<file path="src/rtl/pipe_pkg.sv">
`default_nettype none
// ============================================================================
// Module      : pipe_pkg
// Description : Shared fetch/decode pipeline types: bubble instruction,
//               skid-buffer state encoding and the IF/ID payload layout.
// Revision    : 1.0 - initial release
// ============================================================================
package pipe_pkg;

    localparam int PC_W    = 32;
    localparam int INSTR_W = 32;

    // addi x0,x0,0
    localparam logic [INSTR_W-1:0] NOP_INSTR = 32'h0000_0013;

    typedef enum logic [1:0] {
        ST_EMPTY = 2'd0,
        ST_BUSY  = 2'd1,
        ST_FULL  = 2'd2
    } skid_state_t;

    typedef struct packed {
        logic [PC_W-1:0]    pc;
        logic [INSTR_W-1:0] instr;
    } if_id_payload_t;

endpackage
`default_nettype wire

</file>
<file path="src/rtl/if_id_skid_reg_if.sv">
`default_nettype none
// ============================================================================
// Module      : if_id_skid_reg_if
// Description : Fetch-side and decode-side handshake bundle of the IF/ID stage.
// Revision    : 1.0 - initial release
// ============================================================================
interface if_id_skid_reg_if #(
    parameter int XLEN = pipe_pkg::PC_W,
    parameter int ILEN = pipe_pkg::INSTR_W
);
    logic            flush;
    logic            in_valid;
    logic            in_ready;
    logic [XLEN-1:0] in_pc;
    logic [ILEN-1:0] in_instr;
    logic            out_valid;
    logic            out_ready;
    logic [XLEN-1:0] out_pc;
    logic [ILEN-1:0] out_instr;

    modport master (
        output flush, in_valid, in_pc, in_instr, out_ready,
        input  in_ready, out_valid, out_pc, out_instr
    );

    modport slave (
        input  flush, in_valid, in_pc, in_instr, out_ready,
        output in_ready, out_valid, out_pc, out_instr
    );
endinterface
`default_nettype wire

</file>
<file path="src/rtl/pipe_slot.sv">
`default_nettype none
// ============================================================================
// Module      : pipe_slot
// Description : One payload+valid register with load/clear enables.
// Revision    : 1.0 - initial release
// ============================================================================
module pipe_slot #(
    parameter int WIDTH = 64
) (
    input  wire logic             clk,
    input  wire logic             rst,
    input  wire logic             i_load,
    input  wire logic             i_clear,
    input  wire logic [WIDTH-1:0] i_d,
    output logic      [WIDTH-1:0] o_q,
    output logic                  o_valid
);
    import pipe_pkg::*;

    logic [WIDTH-1:0] r_q;
    logic             r_valid;

    // clear wins over load so a flush always empties the slot
    always_ff @(posedge clk) begin
        if (rst) begin
            r_q     <= '0;
            r_valid <= 1'b0;
        end else if (i_clear) begin
            r_valid <= 1'b0;
        end else if (i_load) begin
            r_q     <= i_d;
            r_valid <= 1'b1;
        end
    end

    assign o_q     = r_q;
    assign o_valid = r_valid;

endmodule
`default_nettype wire

</file>
<file path="src/rtl/if_id_skid_reg.sv">
`default_nettype none
// ============================================================================
// Module      : if_id_skid_reg
// Description : IF/ID stage register as a 2-entry skid buffer with registered
//               in_ready. Define IF_ID_STALL_CNT_EN to add the stall_cnt port.
// Revision    : 1.0 - initial release
// ============================================================================
module if_id_skid_reg #(
    parameter int              XLEN      = 32,
    parameter int              ILEN      = 32,
    parameter logic [ILEN-1:0] NOP_INSTR = pipe_pkg::NOP_INSTR
) (
    input  wire logic               clk,
    input  wire logic               rst,
    if_id_skid_reg_if.slave         bus
`ifdef IF_ID_STALL_CNT_EN
    ,
    output logic         [31:0]     stall_cnt
`endif
);
    import pipe_pkg::*;

    localparam int c_payload_w = XLEN + ILEN;

    skid_state_t            r_state;
    skid_state_t            w_state_nxt;
    logic                   r_in_ready;
    logic                   w_in_fire;
    logic                   w_out_fire;
    logic                   w_out_valid;
    logic                   w_main_load;
    logic                   w_main_clr;
    logic                   w_skid_load;
    logic                   w_skid_clr;
    logic                   w_main_valid;
    logic                   w_skid_valid;
    logic [c_payload_w-1:0] w_in_payload;
    logic [c_payload_w-1:0] w_main_d;
    logic [c_payload_w-1:0] w_main_q;
    logic [c_payload_w-1:0] w_skid_q;

    assign w_in_payload = {bus.in_pc, bus.in_instr};
    assign w_in_fire    = bus.in_valid & r_in_ready;
    assign w_out_valid  = w_main_valid & ~bus.flush;
    assign w_out_fire   = w_out_valid & bus.out_ready;
    // a valid skid entry is always older than anything on the input side
    assign w_main_d     = w_skid_valid ? w_skid_q : w_in_payload;

    always_ff @(posedge clk) begin
        if (rst) begin
            r_state    <= ST_EMPTY;
            r_in_ready <= 1'b1;
        end else begin
            r_state    <= w_state_nxt;
            r_in_ready <= (w_state_nxt != ST_FULL);
        end
    end

    always_comb begin
        w_state_nxt = r_state;
        w_main_load = 1'b0;
        w_main_clr  = 1'b0;
        w_skid_load = 1'b0;
        w_skid_clr  = 1'b0;
        case (r_state)
            ST_EMPTY: begin
                if (w_in_fire) begin
                    w_state_nxt = ST_BUSY;
                    w_main_load = 1'b1;
                end
            end
            ST_BUSY: begin
                if (w_in_fire && w_out_fire) begin
                    w_main_load = 1'b1;
                end else if (w_in_fire) begin
                    w_state_nxt = ST_FULL;
                    w_skid_load = 1'b1;
                end else if (w_out_fire) begin
                    w_state_nxt = ST_EMPTY;
                    w_main_clr  = 1'b1;
                end
            end
            ST_FULL: begin
                if (w_out_fire) begin
                    w_state_nxt = ST_BUSY;
                    w_main_load = 1'b1;
                    w_skid_clr  = 1'b1;
                end
            end
            default: begin
                w_state_nxt = ST_EMPTY;
                w_main_clr  = 1'b1;
                w_skid_clr  = 1'b1;
            end
        endcase
        if (bus.flush) begin
            w_state_nxt = ST_EMPTY;
            w_main_load = 1'b0;
            w_skid_load = 1'b0;
            w_main_clr  = 1'b1;
            w_skid_clr  = 1'b1;
        end
    end

    pipe_slot #(.WIDTH(c_payload_w)) u_main (
        .clk     (clk),
        .rst     (rst),
        .i_load  (w_main_load),
        .i_clear (w_main_clr),
        .i_d     (w_main_d),
        .o_q     (w_main_q),
        .o_valid (w_main_valid)
    );

    pipe_slot #(.WIDTH(c_payload_w)) u_skid (
        .clk     (clk),
        .rst     (rst),
        .i_load  (w_skid_load),
        .i_clear (w_skid_clr),
        .i_d     (w_in_payload),
        .o_q     (w_skid_q),
        .o_valid (w_skid_valid)
    );

    assign bus.in_ready  = r_in_ready;
    assign bus.out_valid = w_out_valid;
    assign bus.out_pc    = w_main_q[c_payload_w-1 -: XLEN];
    assign bus.out_instr = w_out_valid ? w_main_q[ILEN-1:0] : NOP_INSTR;

`ifdef IF_ID_STALL_CNT_EN
    logic [31:0] r_stall_cnt;

    always_ff @(posedge clk) begin
        if (rst) begin
            r_stall_cnt <= '0;
        end else if (w_main_valid && !bus.out_ready && !bus.flush && (r_stall_cnt != 32'hFFFF_FFFF)) begin
            r_stall_cnt <= r_stall_cnt + 32'd1;
        end
    end

    assign stall_cnt = r_stall_cnt;
`endif

endmodule
`default_nettype wire

</file>
<file path="src/flat_wrapper.sv">
// flat-port wrapper written by rule: the top's interface ports become plain ports
module if_id_skid_reg_flat import pipe_pkg::*;
#(
    parameter int              XLEN      = 32,
    parameter int              ILEN      = 32,
    parameter logic [ILEN-1:0] NOP_INSTR = pipe_pkg::NOP_INSTR
)
  (clk, rst, bus_flush, bus_in_valid, bus_in_pc, bus_in_instr, bus_out_ready, bus_in_ready, bus_out_valid, bus_out_pc, bus_out_instr);
  if_id_skid_reg_if #(.XLEN(XLEN), .ILEN(ILEN)) bus_i ();
  input  wire logic clk;
  input  wire logic rst;
  input wire logic [$bits(bus_i.flush)-1:0] bus_flush;
  input wire logic [$bits(bus_i.in_valid)-1:0] bus_in_valid;
  input wire logic [$bits(bus_i.in_pc)-1:0] bus_in_pc;
  input wire logic [$bits(bus_i.in_instr)-1:0] bus_in_instr;
  input wire logic [$bits(bus_i.out_ready)-1:0] bus_out_ready;
  output wire logic [$bits(bus_i.in_ready)-1:0] bus_in_ready;
  output wire logic [$bits(bus_i.out_valid)-1:0] bus_out_valid;
  output wire logic [$bits(bus_i.out_pc)-1:0] bus_out_pc;
  output wire logic [$bits(bus_i.out_instr)-1:0] bus_out_instr;
  assign bus_i.flush = bus_flush;
  assign bus_i.in_valid = bus_in_valid;
  assign bus_i.in_pc = bus_in_pc;
  assign bus_i.in_instr = bus_in_instr;
  assign bus_i.out_ready = bus_out_ready;
  assign bus_in_ready = bus_i.in_ready;
  assign bus_out_valid = bus_i.out_valid;
  assign bus_out_pc = bus_i.out_pc;
  assign bus_out_instr = bus_i.out_instr;
  if_id_skid_reg #(.XLEN(XLEN), .ILEN(ILEN), .NOP_INSTR(NOP_INSTR)) u_core (.clk(clk), .rst(rst), .bus(bus_i));
endmodule
</file>
<file path="config.mk">
export PLATFORM = sky130hd
export DESIGN_NAME = if_id_skid_reg_flat
export DESIGN_NICKNAME = d
export VERILOG_FILES = /design/src/rtl/pipe_pkg.sv /design/src/rtl/if_id_skid_reg_if.sv /design/src/rtl/pipe_slot.sv /design/src/rtl/if_id_skid_reg.sv /design/src/flat_wrapper.sv
export SDC_FILE = /design/constraint.sdc
export NUM_CORES = 1
export LEC_CHECK = 0
export BUFFER_PORTS_ARGS = -buffer_cell sky130_fd_sc_hd__buf_2
export CAP_MARGIN = 0
export CORE_UTILIZATION = 56
export DETAILED_ROUTE_END_ITERATION = 8
export HOLD_SLACK_MARGIN = 0.03
export PLACE_DENSITY_LB_ADDON = 0.12
export SYNTH_ARGS = -nofsm -noshare
export SYNTH_HDL_FRONTEND = slang
export SYNTH_SLANG_ARGS = --single-unit
</file>
<file path="constraint.sdc">
create_clock -name clk -period 1.95 [get_ports clk]
set_input_delay 0.0975 -clock clk [delete_from_list [all_inputs] [get_ports clk]]
set_output_delay 0.0975 -clock clk [all_outputs]
set_load 0.01 [all_outputs]
</file>
Word level (Yosys, flattened, before mapping)
Index checks and enable logic that the tools add are counted.

storage, ports and cells
  register bits after elaboration = 133
  input bits = 69
  output and inout bits = 66
  word-level logic and storage cells = 46

cells by class
  eq/ne operators = 3
  mux-type cells = 23
  bitwise gates (word level) = 6
  reductions and logical operators = 8

operators by type and width
  kind                number
  $mux 64             1
  $mux 32             1
  $mux 2              6
  $mux 1              11
  $reduce_or 2->1     4
  $pmux 2 s3          1
  $pmux 1 s2          2
  $reduce_and 2->1    2
  $and 1x1->1         3
  $not 1->1           3
  $pmux 1 s3          1
  $eq 2x1->1 const B  1
  $eq 2x2->1 const B  1
  $logic_not 2->1     1
  $ne 2x2->1 const B  1
  $logic_and 1x1->1   1

Logic depth before layout (Yosys ltp)
Gate-level depths: netlist of run 1.

  word-level depth = 10
  mapped depth = 5
  depth with buffers taken out = 3

By module
Synthesis of run 1 repeated with hierarchy kept, for this count alone.

unflattened totals
  cells, all modules = 723
  area, all modules = 7277.0 um2

modules (own cells, without submodules)
  module          instances  cells an instance  area an instance (um2)  sequential area each (um2)
  pipe_slot       2          295                3060.4                  1301.2
  if_id_skid_reg  1          133                1156.1                  60.1

Worst setup path before layout of run 1
Ideal clock, no wire load.

  path kind = reg2reg
  start point = register u_core.r_state[1]
  end point = register u_core.u_main.r_q[14] (netlist: u_core.u_main.o_q[14])
  library setup time = 121 ps
  arrival = 1407 ps
  required time = 1829 ps
  setup slack = 422 ps
  cell stages (with the launch flop) = 6
  buffers on the path = 2
  clock period less this slack = 1528 ps
  cell sequence = dfxtp_1 > nand3b_1 > a211o_1 > buf_4 > buf_6 > mux2_4

on the way
  word-level cells in the longest chain between the ends = 6
  elaborated cells on any way between the ends = 10
  those cells by class = eq/ne: 2; mux: 4; bitwise: 1; reduce/logical: 3

RTL lines
  element                                               RTL line              text
  from (decl)                                           if_id_skid_reg.sv:25  skid_state_t r_state;
  from (signal assigned)                                if_id_skid_reg.sv:54  r_state <= w_state_nxt;
  $eq 2x2->1 / $logic_not 2->1 (equally long branches)  if_id_skid_reg.sv:65  case (r_state)
  $reduce_or 2->1 (no line)                             -
  $pmux 1 s2                                            if_id_skid_reg.sv:65
  $mux 1                                                if_id_skid_reg.sv:96  if (bus.flush) begin
  $not 1->1 (no line)                                   -
  $reduce_and 2->1 (no line) *                          -
  to (signal assigned)                                  pipe_slot.sv:31       r_q <= i_d;
  to (decl)                                             pipe_slot.sv:20       logic [WIDTH-1:0] r_q;

Every way passes the cells marked *; elsewhere a longest branch is shown, timed or not.
A chain may end at the register's enable or synchronous reset.

Worst setup path after layout of run 1
  start point = register u_core.u_main.r_valid (netlist: u_core.u_main.o_valid)
  end point = output port bus_out_instr[27]

on the way
  word-level cells in the longest chain between the ends = 2

RTL lines
  element                 RTL line               text
  from (decl)             pipe_slot.sv:21        logic r_valid;
  from (signal assigned)  pipe_slot.sv:27        r_valid <= 1'b0;
  from (signal assigned)  pipe_slot.sv:29        r_valid <= 1'b0;
  from (signal assigned)  pipe_slot.sv:32        r_valid <= 1'b1;
  $and 1x1->1             if_id_skid_reg.sv:44   assign w_out_valid = w_main_valid & ~bus.flush;
  $mux 32                 if_id_skid_reg.sv:128  assign bus.out_instr = w_out_valid ? w_main_q[ILEN-1:0] : NOP_INSTR;
  to (decl)               flat_wrapper.sv:20     output wire logic [$bits(bus_i.out_instr)-1:0] bus_out_instr;

Every way passes these cells.

==> results.cfg, run 1 <==
[synth]
ys_async_sr_fraction_pct = 0
syn_avg_cell_area_um2 = 9.952
synth_area_leaders = dfxtp_1 (37%), mux2i_1 (18%), nand2b_1 (11%)
synth_area_leader_cell = dfxtp_1
yosysTopAreaCellShare_pct = 37.00
synth_edf_count = 0
syn_inst = 723
synth.most_common_cell = dfxtp_1
syn_area_mm2 = 0.007196
yosysSeqAreaShare_pct = 37.00
synth_ff_type = dfxtp_1
yosysWarnings = 0
synthDistinctLibCells = 29
synth.net_count = 792
ys_seq_elements = 133
ys_top_cells_by_count = dfxtp_1 (133), nand2b_1 (129), mux2i_1 (128)

[power_and_ir_drop]
p_per_area_mw_per_mm2 = 752.5
p_leak_nw = 3.788
ir_drop_mv = 0.4625

[worst_setup_path]
worstReg2RegEnd = u_core.u_main.o_q[56]
r2r_start = u_core.r_state[1]
cp_max_fo = 30
start_kind = register
rrSetupSlack_ns = 0.16
max_stage_delay_ns = 0.47
arrival_ns = 1.74
worst-setup-path-type = register to output port
cp.required_ns = 1.85
cp-end-kind = output port
slowest_stage = dfxtp_1
cp_cell_sequence = inv_1 -> nor2_2 -> buf_6 -> and2_1 -> buf_2
rr_worst_depth = 4

[clocking]
clkLatencyLatePin_ns = 0.42
post_cts.repair.setup_buffers = 0
clock_sink_count = 133
cts_max_level = 4
clock-root-buffer = clkbuf_16
cts_buffers = 17
clock_path_buffers = 2
path_clk_slew_ns = 0.05
cts_tree = built

[grt]
antenna_found_initial = 0
grt_pass1_wl_um = 23310
grt-ovfl-total = 0
track_usage_pct = 22.45
grt_max_degree = 80
grt_pass1_vias = 5041

[final_layout]
fillers = 931
multi_input_area_mm2 = 0.004014
final_area_mm2 = 0.009041
regArea_mm2 = 0.002666
syn_to_final_growth_pct = 25.65
insertedDiodeCount = 0
layout.nets = 938
layout-drive-gt1-share_pct = 28.34
utilization_pct = 71.94

[die]
start_util_pct = 57.25
num_io_pins = 135
die_x_um = 115.4
num_rows = 41
die_h_um = 115.4
coreArea_mm2 = 0.01257
die-area_mm2 = 0.01331

[route]
first_iter_violations = 234
drt-vias-per-instance = 4.910
final_antenna_net_count = 0
first_pass_iters = 6
drc = 0
drt-total-wl_um = 14430
routed-via-count = 5175
routedWlPerCell_um = 13.69

[worst_hold_path]
holdCritStartpoint = bus_flush
hold_depth = 3
min_path_type = input pin to register
min_to = u_core.u_main.o_valid

[placed_design]
placed_area_mm2 = 0.007810
portBuffers = 134
dp_hpwl_um = 9065
place.gp.congestion = 0.7064

[timing]
final-setup-viol-count = 0
slew_headroom_pct = 63.84
tns_ns = 0
slew_violations = 0
skew_ns = 0.006609
hold_viol_final = 0
period_share_pct = 94.32
fin_crit_ns = 1.839
fmax_mhz = 543.7
whs_ns = 0.1297
worst_slew_pin_slew_ns = 0.5425
rsz0062_at_grt = false

[status]
status = finished clean

[run]
cap_viol_max_count = 0
## worst max-delay path: cells and delay by family (launching register included)
family                 cells  cell delay [ns]
buffers and inverters      3             0.52
flip-flops                 1             0.47
AND/OR/NAND/NOR            2             0.33
## report_power, final
| group | internal [mW] | switching, mW |
|---|---|---|
| clock network | 2.00 | 1.15 |
| logic | 0.460 | 0.336 |
| registers | 2.81 | 0.0480 |
| total | 5.27 | 1.53 |
## repair_timing
| action | 4_1_cts | 5_1_grt |
|---|---|---|
| hold buffers | 64 | 0 |
| endpoints found under the hold margin | 64 | 0 |
| gates resized for setup | 0 | 1 |
| endpoints found under the setup margin | 0 | 28 |
## routing by layer
layer	GRT usage [%]	wire (um)	share of wire (%)
met5	0	0	0
met4	9.437	197	1.4
met3	5.693	515	3.6
met2	38.60	7110	49
met1	26.52	6610	46
## cells in the final DEF, fill, tap and decap left out, types with 2 or more instances in the layout
| cell | count |
|---|---|
| buf_2 | 133 |
| dfxtp_1 | 132 |
| nand2b_1 | 129 |
| mux2i_1 | 128 |
| nor2_1 | 66 |
| nor2b_1 | 64 |
| dlygate4sd3_1 | 64 |
| mux2_4 | 49 |
| and2_1 | 30 |
| clkbuf_16 | 17 |
| mux2_2 | 15 |
| buf_12 | 10 |
| clkinv_2 | 7 |
| clkbuf_8 | 4 |
| or3_1 | 3 |
| buf_4 | 3 |
| inv_1 | 2 |
| nand4b_1 | 2 |
| nand3b_1 | 2 |
| a21oi_1 | 2 |
| bufinv_16 | 2 |
| buf_6 | 2 |
## per-stage QoR
stage / total power, mW / setup WS, ns / cells
2_1_floorplan: 3.440 / 0.4222 / 723
3_5_place_dp: 3.611 / 0.1664 / 958
5_1_grt: 7.057 / 0.009863 / 1054
4_1_cts: 6.869 / 0.01058 / 1054
6_report: 6.803 / 0.1107 / 1054
3_3_place_gp: 3.587 / 0.2427 / 958
## how the worst max path moves through the flow
stage	cells past startpoint	slack, ns	startpoint	endpoint
after floorplan	5	0.42	u_core.r_state[1]	u_core.u_main.o_q[14]
after global placement	4	0.24	u_core.r_state[0]	u_core.u_main.o_q[63]
after detailed placement	4	0.17	u_core.r_state[1]	u_core.u_main.o_q[61]
after CTS	5	0.01	u_core.u_main.o_valid	bus_out_instr[31]
after global routing	5	0.01	u_core.u_main.o_valid	bus_out_instr[31]
final	5	0.11	u_core.u_main.o_valid	bus_out_instr[27]
## area by class of cell
type                    instances  share of cell area (%)
repair buffers                212                   17.16
well taps                     172                   2.380
clock inverters                10                   1.135
inverters                       2                 0.08303
flip-flops and latches        133                   29.49
clock buffers                  22                   5.356
multi-input cells             503                   44.40
## cell families after synthesis
| logic type | after synthesis | share of synthesized area (%) |
|---|---|---|
| muxes | 192 | 30.38 |
| and+or+nand+nor | 302 | 24.03 |
| DFF | 133 | 37.00 |
| AOI/OAI and AO/OA | 9 | 1.043 |
| buffers and inverters | 87 | 7.547 |
## state kept, by name (all words and copies together) (netlist names)
| name | count |
|---|---|
| u_core.u_skid.o_q | 64 |
| u_core.r_state | 2 |
| u_core.u_skid.o_valid | 1 |
| u_core.u_main.o_valid | 1 |
| u_core.u_main.o_q | 64 |
| u_core.bus.in_ready | 1 |
(Power assumes the default switching activity.)
==> run 2: changes to the inputs <==
--- a/config.mk
+++ b/config.mk
@@ -7,6 +7,7 @@
 export LEC_CHECK = 0
 export BUFFER_PORTS_ARGS = -buffer_cell sky130_fd_sc_hd__buf_2
 export CAP_MARGIN = 0
+export CORE_MARGIN = 5
 export CORE_UTILIZATION = 56
 export DETAILED_ROUTE_END_ITERATION = 8
 export HOLD_SLACK_MARGIN = 0.03
==> constraint.sdc (replaced) <==
create_clock -name clk -period 1.7 [get_ports clk]
set_input_delay 0.085 -clock clk [delete_from_list [all_inputs] [get_ports clk]]
set_output_delay 0.085 -clock clk [all_outputs]
set_load 0.01 [all_outputs]
==> run 2 against run 1 <==
Net effect: via count increased by 2.0%; clock skew down 0.00087 ns; sequential power is 15% higher; die area increased by 14%; cell count is 1.7% higher; non-clock buffer count rose by 19; sequential share of layout area is 0.96 points lower; count of clock-buffer cells in the layout up 6; worst setup slack got worse by 0.073 ns; largest power group unchanged; highest routed layer unchanged.
==> results.cfg, run 2 (synthesized netlist as in run 1, its figures left out) <==
[clocking]
clock-root-buffer = clkbuf_16
cts_tree = built
clock_sink_count = 133
cts_buffers = 17
cts_max_level = 4
clock_path_buffers = 2
clkLatencyLatePin_ns = 0.41
path_clk_slew_ns = 0.05

[worst_setup_path]
worstReg2RegEnd = u_core.u_main.o_q[14]
cp.required_ns = 1.62
worst-setup-path-type = register to output port
r2r_start = u_core.r_state[1]
cp-end-kind = output port
cp_max_fo = 7
rrSetupSlack_ns = 0.06
rr_worst_depth = 4
arrival_ns = 1.58
start_kind = register

[placed_design]
place.gp.congestion = 0.7921
dp_hpwl_um = 9897
portBuffers = 134
pre_cts_slack_ns = 0.05532
placed_area_mm2 = 0.007870

[die]
coreArea_mm2 = 0.01262
die_x_um = 123.4
die-area_mm2 = 0.01522
die_h_um = 123.4
num_rows = 41
start_util_pct = 57.02
num_io_pins = 135

[run]
cap_viol_max_count = 0

[route]
drt-vias-per-instance = 4.923
drt-total-wl_um = 15640
final_antenna_net_count = 0
routedWlPerCell_um = 14.59
drc = 0
first_pass_iters = 4
first_iter_violations = 224
routed-via-count = 5277

[worst_hold_path]
hold_depth = 3
holdCritStartpoint = bus_out_ready
min_path_type = input pin to register
min_to = u_core.bus.in_ready

[grt]
grt-ovfl-total = 0
top_usage_layer = met2
grt_pass1_vias = 5329
grt_use_met3_pct = 5.306
use_met2_pct = 35.78
antenna_found_initial = 0
gr-usage-met1_pct = 24.56
grt_max_degree = 77
grt_pass1_wl_um = 24890
track_usage_pct = 20.64

[final_layout]
insertedDiodeCount = 0
syn_to_final_growth_pct = 30.05
mostFrequentLayoutCells = dfxtp_1 (131), nand2b_1 (129), mux2i_1 (128)
final_common_cell = dfxtp_1
utilization_pct = 74.15
multi_input_area_mm2 = 0.004066
layout-drive-gt1-share_pct = 31.67
final_area_mm2 = 0.009358
fillers = 906
regArea_mm2 = 0.002670
layout.nets = 957

[timing]
period_share_pct = 97.79
hold_viol_final = 0
slew_violations = 0
slew_headroom_pct = 79.42
skew_ns = 0.005736
fmax_mhz = 601.5
fin_crit_ns = 1.663
rsz0062_at_grt = true
worst_slew_pin_slew_ns = 0.3087
whs_ns = 0.1223
setup_slack_ns = 0.03750
final-setup-viol-count = 0

[power_and_ir_drop]
ir_drop_mv = 0.6445
p_leak_nw = 3.918
p_per_area_mw_per_mm2 = 813.4

[status]
status = finished clean
## run 2: cell count changes in the layout (fill, tap and decap cells not counted), moves of 2 or more
cell and change:
buf_6 +19, clkbuf_1 +3, buf_2 -19, clkinv_2 -4, buf_4 +17, clkbuf_8 +3, bufinv_16 -2, and2_4 +17
and2_1 -17
## run 2: critical path: stages (launching register included)
cell and delay (ns):
dfxtp_4 0.36, clkinvlp_4 0.13, nor2_4 0.23, clkbuf_16 0.20, and2_4 0.14, buf_6 0.09
## run 2: worst max-delay path by stage
stage                                     start                    end  slack [ns]  depth (start not counted)
after floorplan               u_core.r_state[1]  u_core.u_main.o_q[14]        0.17                          5
after global placement        u_core.r_state[1]  u_core.u_main.o_q[39]        0.14                          4
after detailed placement      u_core.r_state[1]   u_core.u_skid.o_q[9]        0.06                          5
after CTS                 u_core.u_main.o_valid       bus_out_instr[0]       -0.03                          5
after global routing      u_core.u_main.o_valid      bus_out_instr[16]       -0.05                          5
final                     u_core.u_main.o_valid       bus_out_instr[7]        0.04                          5
## run 2: layout make-up
cell class | count | area share (%)
Multi-Input combinational cell | 503 | 43.46
Clock inverter | 3 | 0.1604
Timing Repair Buffer | 231 | 19.70
Clock buffer | 28 | 5.736
Sequential cell | 133 | 28.53
Inverter | 2 | 0.1203
Tap cell | 172 | 2.300
## run 2: per-stage QoR
| stage | cells | setup TNS (ns) | total power [mW] |
|---|---|---|---|
| floorplan | 723 | 0 | 3.946 |
| global placement | 966 | 0 | 4.123 |
| detailed placement | 966 | 0 | 4.148 |
| CTS | 1066 | -0.2676 | 7.671 |
| global route | 1072 | -0.8210 | 7.919 |
| finish | 1072 | 0 | 7.612 |
## run 2: repair_timing
action                                  in CTS  in global routing
resized for setup                            7                 42
hold endpoints to repair                    64                  0
endpoints found under the setup margin      29                 62
hold buffers                                64                  0
pin swaps                                    3                  8
gates cloned                                 1                  1
setup buffers                                4                  7
## run 2: per-layer routing
metal  wire length [um]  vias up  part of all wire (%)
li1                   -     2673                     -
met1               6788     2468                    43
met2               7791      113                    50
met3                769       23                   4.9
met4                292        0                   1.9
met5                  0        -                     0
## run 2: report_power, final
group          switching, mW  internal [mW]  total [mW]
sequential            0.0543           3.23        3.28
clock                   1.26           2.12        3.38
combinational          0.400          0.546       0.945
total                   1.72           5.89        7.61
